$ cat config.mk
export PLATFORM = sky130hd
export DESIGN_NAME = ram_read_arbiter
export DESIGN_NICKNAME = d
export VERILOG_FILES = /design/src/rtl/ram_read_arbiter.sv
export SDC_FILE = /design/constraint.sdc
export NUM_CORES = 1
export LEC_CHECK = 0
export BUFFER_PORTS_ARGS = -buffer_cell sky130_fd_sc_hd__buf_2
export CAP_MARGIN = 20
export CELL_PAD_IN_SITES_DETAIL_PLACEMENT = 0
export CELL_PAD_IN_SITES_GLOBAL_PLACEMENT = 2
export CORE_MARGIN = 2
export CORE_UTILIZATION = 21
export DETAILED_ROUTE_END_ITERATION = 12
export MAX_ROUTING_LAYER = met4
export PLACE_DENSITY_LB_ADDON = 0.12
export SYNTH_ARGS = -nofsm -noshare
export SYNTH_HDL_FRONTEND = slang
export SYNTH_SLANG_ARGS = --single-unit
$ cat constraint.sdc
create_clock -name clk -period 2.4 [get_ports clk]
set_input_delay 0 -clock clk [delete_from_list [all_inputs] [get_ports clk]]
set_output_delay 0 -clock clk [all_outputs]
set_load 0.02 [all_outputs]
$ cat src/rtl/ram_read_arbiter.sv
// Round-robin arbiter sharing one RAM read port among NUM_REQ requesters.
// A tag pipeline matched to the RAM read latency routes each returned word back to its issuer.
module ram_read_arbiter #(
    parameter int NUM_REQ      = 4,
    parameter int WIDTH        = 8,
    parameter int DEPTH        = 32,
    parameter int READ_LATENCY = 2,
    localparam int ADDR_W      = $clog2(DEPTH)
) (
    input  logic                      clk,
    input  logic                      rst_n,
    input  logic [NUM_REQ-1:0]        req_valid,
    input  logic [NUM_REQ*ADDR_W-1:0] req_addr,
    output logic [NUM_REQ-1:0]        req_ready,
    output logic [NUM_REQ-1:0]        resp_valid,
    output logic [WIDTH-1:0]          resp_data,
    output logic                      mem_read,
    output logic [ADDR_W-1:0]         mem_addrb,
    input  logic [WIDTH-1:0]          mem_doutb,
    output logic                      busy
);

    localparam int PTR_W = $clog2(NUM_REQ);
    localparam logic [PTR_W:0]   NUM_REQ_W = (PTR_W+1)'(NUM_REQ);
    localparam logic [PTR_W-1:0] LAST_IDX  = PTR_W'(NUM_REQ - 1);

    // Handshake: request i is accepted in any cycle where req_valid[i] && req_ready[i];
    // the grant is same-cycle, so an unserved request is simply retried next cycle.
    logic [PTR_W-1:0]  ptr;
    logic [PTR_W-1:0]  win;
    logic [PTR_W:0]    cand;
    logic              any;
    logic [NUM_REQ-1:0] grant;
    logic [ADDR_W-1:0] addr_sel;

    logic [READ_LATENCY-1:0] tag_valid;
    logic [NUM_REQ-1:0]      tag_id [READ_LATENCY];

    assign any = rst_n & (|req_valid);

    // Descending scan so the offset closest to the pointer is the last one to win.
    always_comb begin
        win  = '0;
        cand = '0;
        for (int k = NUM_REQ - 1; k >= 0; k--) begin
            cand = {1'b0, ptr} + (PTR_W+1)'(k);
            if (cand >= NUM_REQ_W) begin
                cand = cand - NUM_REQ_W;
            end
            if (req_valid[cand[PTR_W-1:0]]) begin
                win = cand[PTR_W-1:0];
            end
        end
    end

    always_comb begin
        grant    = '0;
        addr_sel = '0;
        for (int i = 0; i < NUM_REQ; i++) begin
            grant[i] = any && (win == PTR_W'(i));
            if (grant[i]) begin
                addr_sel = req_addr[i*ADDR_W +: ADDR_W];
            end
        end
    end

    assign req_ready = grant;
    assign mem_read  = any;
    assign mem_addrb = addr_sel;

    always_ff @(posedge clk or negedge rst_n) begin
        if (!rst_n) begin
            ptr <= '0;
        end else if (any) begin
            ptr <= (win == LAST_IDX) ? '0 : win + 1'b1;
        end
    end

    always_ff @(posedge clk or negedge rst_n) begin
        if (!rst_n) begin
            tag_valid <= '0;
            for (int s = 0; s < READ_LATENCY; s++) begin
                tag_id[s] <= '0;
            end
        end else begin
            tag_valid[0] <= any;
            tag_id[0]    <= grant;
            for (int s = 1; s < READ_LATENCY; s++) begin
                tag_valid[s] <= tag_valid[s-1];
                tag_id[s]    <= tag_id[s-1];
            end
        end
    end

    // The RAM output is already registered, so the data bus is passed straight through.
    assign resp_valid = tag_valid[READ_LATENCY-1] ? tag_id[READ_LATENCY-1] : '0;
    assign resp_data  = mem_doutb;
    assign busy       = |tag_valid;

endmodule

==> run metrics, run 1 <==
outcome=completed; initial antenna violation count=0; post-DR vias/cell=4.29; Unique masters post-synth=22; Min-Delay Path Depth=0; Top Ports=57; Final Max Tran Viols=0; Die H=65.8 um; Reg2Reg Depth=4; WHS=0.00000704 ns; initial DRC count=19; post-synthesis register bit count=12; Setup Skew=0.00702 ns; Worst-Skew Late Latency=0.23 ns; nets=158; clk slew on worst S/H paths=0.05 ns; Antenna Cells=0; Crit path depth=7; fin crit period=2.25 ns; Layout fillers=404; die area=4330 um2; TNS Setup=0 ns; DP Wirelength=1.56 mm; Post CTS Setup Buffer Count=0; Starting Density=21.9%; Power Dens Cells=760 nW/um2; Buf+Inv Stages, Crit Path=2; H-tree depth=1; Crit path max-delay family=compound AO/OA/AOI/OAI gates; CP Cell Sequence=a21bo_1 > a221oi_4 > inv_1 > ha_4 > a221o_1 > a21oi_1 > buf_2; Core Footprint=3660 um2; first-pass GRT wire length=2.97 mm; final instance area=1080 um2; RSZ-0062 raised after global routing=no; worst hold path type=input pin to primary output; gr usage total=9.35%; maximum VDD drop=0.184 mV; Synth top area share=37.4%; register area share after synthesis=37.4%; vias in the first global route=677; clk sinks=12; Critical Path Start Type=flip-flop; CP arrival=2.25 ns; port buffer count=40; # rows=22; DRT Pass-1 Iters=3; layout cells sized above 1=44.9%; gpl congestion=0.645; final setup fails=0; Max Cap Viol=0; post-synth top area cell=dfrtp_1; largest stage delay on the critical path=0.45 ns; crit end category=primary output; Tcrit/Tclk final=93.7%; Non-Filler Instances=166; FF-to-FF setup slack=0.64 ns; Fmax achieved=0.445 GHz; DRC viols=0; Slew HR=58.3%; Syn Nets=124; Num CTS Buffers=3; clock buffer depth=2; chip width=65.8 um; worst path required time=2.40 ns; largest net degree at the start of global routing=14; Antenna Nets Post-Route=0; Syn Inst Count=86; Placed Cells incl. Taps=162; crit path kind=flip-flop to primary output; final count of hold timing violations=0; Post-Syn Area=802 um2; grt ovf=0; Crit Path Max Fanout=11; CTS tree=done; Area growth syn-to-layout=34.8%; WL per Instance=11.9 um; leak pwr=0.551 nW; yosys synthesis warning count=0; final wirelength=1.98 mm; placement-stage cell area=983 um2; Post-Route Utilization=29.5%; Root Driver=clkbuf_8; top cells by area, synth=dfrtp_1 37%, a21oi_1 8.1%, buf_4 7.5%; critical path's slowest cell=dfrtp_2; total number of vias=712; Avg Cell Area, Syn=9.33 um2; Slew @ Worst Pin=0.624 ns
-- cell families (layout without fill, tap and decap cells) --
kind of cell / count (synthesis) / count (layout) / share of synthesized area [%]
flip-flops: 12 / 12 / 37.4
buffers and inverters: 21 / 53 / 14.4
adder cells (fa/ha/maj): 4 / 4 / 6.24
AO/OA/AOI/OAI: 24 / 24 / 23.9
AND/OR/NAND/NOR: 24 / 24 / 16.8
multiplexers: 1 / 1 / 1.25
-- synth_stat cells --
cell	number
a21oi_1	13
nor3b_1	1
a21bo_1	1
o41ai_4	1
o21a_1	1
inv_1	8
dfrtp_1	12
nor2_1	1
a221o_1	5
ha_1	4
and2_1	8
buf_4	8
o22a_2	1
a221oi_2	1
buf_2	3
o22ai_1	1
nand3b_1	5
inv_4	1
nand2_1	8
mux2i_1	1
clkbuf_1	1
or2_2	1
-- final timing paths --
check | end | start
max | mem_addrb[4] | ptr[1]$_DFFE_PN0P_
min | resp_data[1] | mem_doutb[1]
max reg2reg | tag_id[7]$_DFF_PN0_ | ptr[1]$_DFFE_PN0P_
min reg2reg | tag_id[0]$_DFF_PN0_ | tag_id[4]$_DFF_PN0_
max in group asynchronous | ptr[1]$_DFFE_PN0P_ | rst_n
min in group asynchronous | tag_id[0]$_DFF_PN0_ | rst_n
-- sequential cells by signal (all words and copies together) (netlist names) --
| name | count |
|---|---|
| tag_id | 8 |
| ptr | 2 |
| tag_valid | 2 |
-- cells in the final DEF (no fill, tap or decap), types with 2 or more instances in the layout --
cell,instances
clkbuf_8,3
ha_4,2
and2_1,8
inv_1,8
a221o_1,5
nand2_1,8
buf_2,40
dfrtp_1,11
a21oi_1,13
nand3b_1,5
-- layout make-up --
class	count	area [um2]	area share, %
Multi-Input combinational cell	53	432	39.9
Sequential cell	12	302	27.9
Timing Repair Buffer	41	210	19.4
Tap cell	48	60.1	5.56
Clock buffer	3	41.3	3.82
Inverter	9	36.3	3.36
-- per-stage QoR --
stage          power (mW)  setup slack, ns
6_report            0.822            0.152
4_1_cts             0.803           0.0109
5_1_grt             0.884           0.0154
2_1_floorplan       0.532            0.292
3_5_place_dp        0.619            0.246
3_3_place_gp        0.623            0.245
-- routing by layer --
| layer | wire, um | GRT usage [%] |
|---|---|---|
| met3 | 143 | 2.90 |
| met4 | 43 | 4.43 |
| met1 | 796 | 9.55 |
| met5 | 0 | - |
| met2 | 992 | 16.3 |
-- report_power, final --
group	switching, mW	total, mW	internal (mW)
clock network	0.0642	0.174	0.110
registers	0.0250	0.261	0.236
logic	0.213	0.386	0.173
total	0.303	0.822	0.519
-- what timing repair did --
action                     in CTS  in global routing
hold buffers                    1                  0
setup endpoints to repair       5                  5
gates resized for setup         1                  7
pin swaps                       0                  1
hold endpoints to repair       12                  0
No activity file was read; power rests on OpenSTA's default activity.
==> run 2: changes to the inputs <==
--- a/config.mk
+++ b/config.mk
@@ -5,13 +5,14 @@
 export SDC_FILE = /design/constraint.sdc
 export NUM_CORES = 1
 export LEC_CHECK = 0
-export BUFFER_PORTS_ARGS = -buffer_cell sky130_fd_sc_hd__buf_2
 export CAP_MARGIN = 20
 export CELL_PAD_IN_SITES_DETAIL_PLACEMENT = 0
 export CELL_PAD_IN_SITES_GLOBAL_PLACEMENT = 2
 export CORE_MARGIN = 2
-export CORE_UTILIZATION = 21
+export CORE_UTILIZATION = 31
+export CTS_CLUSTER_DIAMETER = 120
 export DETAILED_ROUTE_END_ITERATION = 12
+export DONT_BUFFER_PORTS = 1
 export MAX_ROUTING_LAYER = met4
 export PLACE_DENSITY_LB_ADDON = 0.12
 export SYNTH_ARGS = -nofsm -noshare
==> run 2 against run 1 <==
  * Clock-buffer cell count up 1
  * Wire length down 5.8%
  * Final area down 15%
  * Sequential cell count unchanged
  * Via count down 13%
  * First-iteration DRC count down 58%
  * Sequential power about the same
  * Worst setup slack worse by 0.056 ns
  * Total power down 4.7%
  * Die area down 30%
  * Sequential share of layout area up 5.0 points
  * Clock power down 9.8%
  * Critical path type unchanged
==> run metrics, run 2 (synthesis results as in run 1) <==
outcome=completed; RSZ-0062 raised after global routing=yes; Worst-Skew Late Latency=0.27 ns (+0.04 ns); layout cells sized above 1=23.9% (-21 points); gr usage total=13.9% (+4.6 points); crit end category=primary output; Crit path max-delay family=compound AO/OA/AOI/OAI gates; Placed Cells incl. Taps=109 (-33%); Root Driver=clkbuf_4; worst path required time=2.40 ns (about the same); final instance area=916 um2 (-15%); worst hold path type=input pin to primary output; largest stage delay on the critical path=0.46 ns (about the same); hold path startpoint=mem_doutb[3]; Crit Path Max Fanout=11 (unchanged); WL per Instance=15.8 um (+33%); Combinational Power Share=46.7% (-0.3 points); port buffer count=0 (-100%); Slew HR=56.9% (-1.4 points); die area=3010 um2 (-30%); first-pass GRT wire length=2.79 mm (-6.0%); final wirelength=1.86 mm (-5.8%); post-DR vias/cell=5.22 (+22%); clock power share=20.0% (-1.2 points); clk sinks=12 (unchanged); Largest regs=tag_id: 8 flops, ptr: 2 flops, tag_valid: 2 flops; maximum VDD drop=0.355 mV (+92%); Critical path origin=ptr[1]$_DFFE_PN0P_; final worst slack=0.0966 ns (-0.0557 ns); placement-stage cell area=798 um2 (-19%); Die H=54.9 um (-17%); Sw Ratio=36.8% (about the same); chip width=54.9 um (-17%); Buf+Inv Stages, Crit Path=2 (unchanged); clock buffer depth=2 (unchanged); Final Max Tran Viols=0 (unchanged); commonest non-fill, non-tap cells in the layout=13 x a21oi_1, 11 x dfrtp_1, 8 x inv_1, 8 x and2_1, 8 x nand2_1; CP arrival=2.30 ns (+0.05 ns); initial DRC count=8 (-11); H-tree depth=1 (unchanged); Slew @ Worst Pin=0.645 ns (+0.0207 ns); final count of hold timing violations=0 (unchanged); CTS tree=done; Largest register FFs=8 (unchanged); Top reg by flops=tag_id; Starting Density=32.7% (+11 points); most common cell after layout, fill and taps aside=a21oi_1; crit path kind=flip-flop to primary output; gpl congestion=0.686 (+6.5%); nets=127 (-20%); Num CTS Buffers=3 (unchanged); DRC viols=0 (unchanged); CP Cell Sequence=a21bo_1 > a221oi_4 > buf_4 > ha_4 > a21oi_1 > a221o_1 > a21oi_1 > buf_4; Top Ports=57 (unchanged); fin crit period=2.30 ns (+0.0557 ns); vias in the first global route=583 (-14%); largest net degree at the start of global routing=14 (unchanged); sequential share of power=33.3% (+1.5 points); total number of vias=616 (-13%); Antenna Nets Post-Route=0 (unchanged); Core Footprint=2450 um2 (-33%); P_sw=288 uW (-4.7%); Non-Filler Instances=118 (-29%); Setup Skew=0.00441 ns (-0.00261 ns); internal power=494 uW (-4.8%); Place WS=0.251 ns (+0.00484 ns); Critical Path Start Type=flip-flop; Worst R2R Start=ptr[1]$_DFFE_PN0P_; Antenna Cells=0 (unchanged); leak pwr=0.419 nW (-24%); Area growth syn-to-layout=14.2%; Max Cap Viol=0 (unchanged); grt ovf=0 (unchanged); initial antenna violation count=0 (unchanged); clk slew on worst S/H paths=0.08 ns (+0.03 ns); Fmax achieved=0.434 GHz (-2.4%); final setup fails=0 (unchanged); Tcrit/Tclk final=96.0% (+2.3 points); critical path's slowest cell=dfrtp_2; # rows=18 (-18%); Power Dens Cells=854 nW/um2 (+12%); DRT Pass-1 Iters=4 (+1)
==> run 2: repair_timing <==
action	4_1_cts	5_1_grt
pin swaps	0	2
endpoints found under the setup margin	5	5
setup buffers	0	2
hold buffers	3	0
resized for setup	2	5
hold endpoints to repair	15	0
==> run 2: final timing paths <==
path / slack [ns] / depth (start not counted) / to
worst max-delay path: 0.1 / 8 / mem_addrb[4]
worst min-delay path: 0.0002 / 0 / resp_data[3]
worst max register to register: 0.46 / 5 / tag_id[7]$_DFF_PN0_
worst min register to register: 0.35 / 0 / tag_id[2]$_DFF_PN0_
max in group asynchronous: 1.78 / 1 / ptr[1]$_DFFE_PN0P_
min in group asynchronous: 0.18 / 1 / tag_id[0]$_DFF_PN0_
==> run 2: metrics by stage <==
stage          utilization [%]  hold slack [ns]  TNS, ns  total power, mW
2_1_floorplan                -           -0.296        0            0.532
3_3_place_gp              32.5           -0.295        0            0.579
3_5_place_dp              32.5           -0.295        0            0.583
4_1_cts                   35.4         0.000149        0            0.759
5_1_grt                   37.3        0.0000853   -0.113            0.852
6_report                  37.3         0.000159        0            0.782
==> run 2: worst register-to-register path: cells and delay by family, from the launching register on <==
| kind | cells | cell delay, ns |
|---|---|---|
| AO/OA/AOI/OAI | 2 | 0.52 |
| adder cells (fa/ha/maj) | 1 | 0.37 |
| buffers and inverters | 1 | 0.16 |
| flip-flops | 1 | 0.46 |
| AND/OR/NAND/NOR | 1 | 0.33 |
==> run 2: power by group through the flow <==
stage	combinational, mW	sequential, mW	clock, mW
global placement	0.318	0.260	0
floorplan	0.286	0.246	0
CTS	0.336	0.259	0.164
detailed placement	0.321	0.262	0
global route	0.406	0.266	0.180
finish	0.365	0.260	0.157
==> run 2: layout make-up <==
cell class / count / area (um2)
Clock buffer: 4 / 36.3
Fill cell: 255 / 1540
Inverter: 9 / 36.3
Multi-Input combinational cell: 53 / 422
Sequential cell: 12 / 302
Tap cell: 30 / 37.5
Timing Repair Buffer: 10 / 82.6
==> run 2: routing by layer <==
| metal | GRT usage (%) | part of all wire, % | vias to the layer above | wire length [um] |
|---|---|---|---|---|
| li1 | - | - | 290 | - |
| met1 | 14.8 | 39 | 291 | 720 |
| met2 | 22.8 | 52 | 33 | 974 |
| met3 | 2.73 | 7.5 | 2 | 139 |
| met4 | 10.0 | 1.5 | 0 | 27 |
| met5 | - | 0 | - | 0 |
==> run 3: changes to the inputs <==
--- a/config.mk
+++ b/config.mk
@@ -9,7 +9,7 @@
 export CELL_PAD_IN_SITES_DETAIL_PLACEMENT = 0
 export CELL_PAD_IN_SITES_GLOBAL_PLACEMENT = 2
 export CORE_MARGIN = 2
-export CORE_UTILIZATION = 31
+export CORE_UTILIZATION = 34
 export CTS_CLUSTER_DIAMETER = 120
 export DETAILED_ROUTE_END_ITERATION = 12
 export DONT_BUFFER_PORTS = 1
==> constraint.sdc (replaced) <==
create_clock -name clk -period 2.9 [get_ports clk]
set_input_delay 0 -clock clk [delete_from_list [all_inputs] [get_ports clk]]
set_output_delay 0 -clock clk [all_outputs]
set_load 0.02 [all_outputs]
==> run 3 against run 2 <==
  * Sequential power shrank 18%
  * Die area is 8.2% lower
  * Largest power group unchanged
  * Sequential cell count is the same
  * Critical path type unchanged
  * Register-to-register slack gained 0.53 ns
  * Utilization down 0.66 points
  * Non-clock buffer count is 7 lower
  * Via count is 6.0% lower
==> run metrics, run 3 (synthesis results as in run 1) <==
first-pass GRT wire length=2.41 mm (-14%); Antenna Cells=0 (unchanged); # rows=17 (-1); Slew @ Worst Pin=0.595 ns (-0.0492 ns); Min-Delay Path Depth=0 (unchanged); initial antenna violation count=0 (unchanged); H-tree depth=1 (unchanged); Critical Path Start Type=flip-flop; Worst R2R Start=ptr[1]$_DFFE_PN0P_; WL per Instance=14.5 um (-7.8%); total number of vias=579 (-6.0%); chip width=52.6 um (-4.2%); TNS Setup=0 ns (unchanged); final worst slack=0.375 ns (+0.278 ns); post-DR vias/cell=5.36 (+2.7%); Tcrit/Tclk final=87.1%; post_cts resized=0 (-2); Max Cap Viol=0 (unchanged); fin crit period=2.53 ns; Critical path origin=ptr[1]$_DFFE_PN0P_; clk slew on worst S/H paths=0.06 ns (-0.02 ns); Hold Crit Endpoint=resp_data[1]; final wirelength=1.57 mm (-16%); Layout fillers=231 (-9.4%); Area growth syn-to-layout=1.09%; grt ovf=0 (unchanged); maximum VDD drop=0.203 mV (-43%); WHS=0.00000884 ns (-0.000150 ns); Largest regs=tag_id: 8 flops, ptr: 2 flops, tag_valid: 2 flops; FF-to-FF setup slack=0.99 ns (+0.53 ns); DRC viols=0 (unchanged); gpl congestion=0.679 (-1.1%); Slew HR=60.2% (+3.3 points); leak pwr=0.373 nW (-11%); port buffer count=0 (unchanged); Worst-Skew Late Latency=0.26 ns (about the same); commonest non-fill, non-tap cells in the layout=13 x a21oi_1, 12 x dfrtp_1, 8 x inv_1, 8 x and2_1, 8 x nand2_1; Root Driver=clkbuf_4; most common cell after layout, fill and taps aside=a21oi_1; Non-Filler Instances=108 (-8.5%); Top reg by flops=tag_id; nets=120 (-5.5%); DP Wirelength=1.22 mm; Fmax achieved=0.396 GHz; outcome=completed; Hold-fix buffers, CTS=3 (unchanged); final setup fails=0 (unchanged); Num CTS Buffers=3 (unchanged); Crit Path Max Fanout=11 (unchanged); Power Dens Cells=681 nW/um2 (-20%); RSZ-0062 raised after global routing=no; Starting Density=36.3% (+3.6 points); Top Ports=57 (unchanged); worst hold path type=input pin to primary output; crit path kind=flip-flop to primary output; final count of hold timing violations=0 (unchanged); crit end category=primary output; vias in the first global route=556 (-4.6%); Largest register FFs=8 (unchanged); die area=2760 um2 (-8.2%); hold path startpoint=mem_doutb[1]; Worst R2R End=tag_id[6]$_DFF_PN0_; Die H=52.6 um (-4.2%); Core Footprint=2210 um2 (-9.9%); CTS tree=done; Reg2Reg Depth=5 (unchanged); CP arrival=2.53 ns (+0.23 ns); DRT Pass-1 Iters=3 (-1); gr usage total=12.1% (-1.8 points); initial DRC count=4 (-4); clk sinks=12 (unchanged); Place WS=0.630 ns (+0.379 ns); Final Max Tran Viols=0 (unchanged); worst path required time=2.90 ns (+0.50 ns); clock buffer depth=2 (unchanged); Post-Route Utilization=36.7% (-0.66 points); layout cells sized above 1=10.0% (-14 points); largest net degree at the start of global routing=14 (unchanged); Setup Skew=0.000470 ns (-0.00394 ns); Antenna Nets Post-Route=0 (unchanged); Placed Cells incl. Taps=102 (-6.4%); Post CTS Setup Buffer Count=0 (unchanged)
run 3: layer usage:
metal  part of all wire [%]  vias up  global-route usage (%)
met5                      0        -                       -
met4                      0        0                    5.13
met3                    9.5        0                    2.29
met2                     47       39                    20.4
met1                     43      261                    14.0
li1                       -      279                       -
run 3: worst max path at each step:
stage,end,cells after the start,slack [ns]
2_1_floorplan,mem_addrb[0],8,0.79
5_1_grt,mem_addrb[3],6,0.20
4_1_cts,mem_addrb[4],6,0.33
3_3_place_gp,mem_addrb[4],6,0.65
6_report,mem_addrb[4],6,0.37
3_5_place_dp,mem_addrb[4],6,0.63
run 3: critical path: stages (launching register included):
cell,delay (ns)
dfrtp_1,0.46
a21bo_1,0.23
a221oi_2,0.33
ha_1,0.42
a21oi_1,0.11
a221o_1,0.34
a21oi_1,0.38
run 3: cell type report:
type / instances / area, um2 / area share (%)
Clock buffer: 3 / 22.5 / 2.78
Inverter: 9 / 36.3 / 4.48
Multi-Input combinational cell: 53 / 387 / 47.7
Sequential cell: 12 / 300 / 37.0
Tap cell: 28 / 35.0 / 4.32
Timing Repair Buffer: 3 / 30.0 / 3.70
run 3: power by group:
group	internal, mW	switching [mW]
sequential	0.194	0.0204
clock	0.0479	0.0459
combinational	0.0950	0.149
total	0.337	0.216
run 3: per-stage QoR:
step,power (mW),instance area (um2)
5_1_grt,0.592,811
4_1_cts,0.561,811
2_1_floorplan,0.440,802
6_report,0.552,811
3_3_place_gp,0.459,758
3_5_place_dp,0.458,758
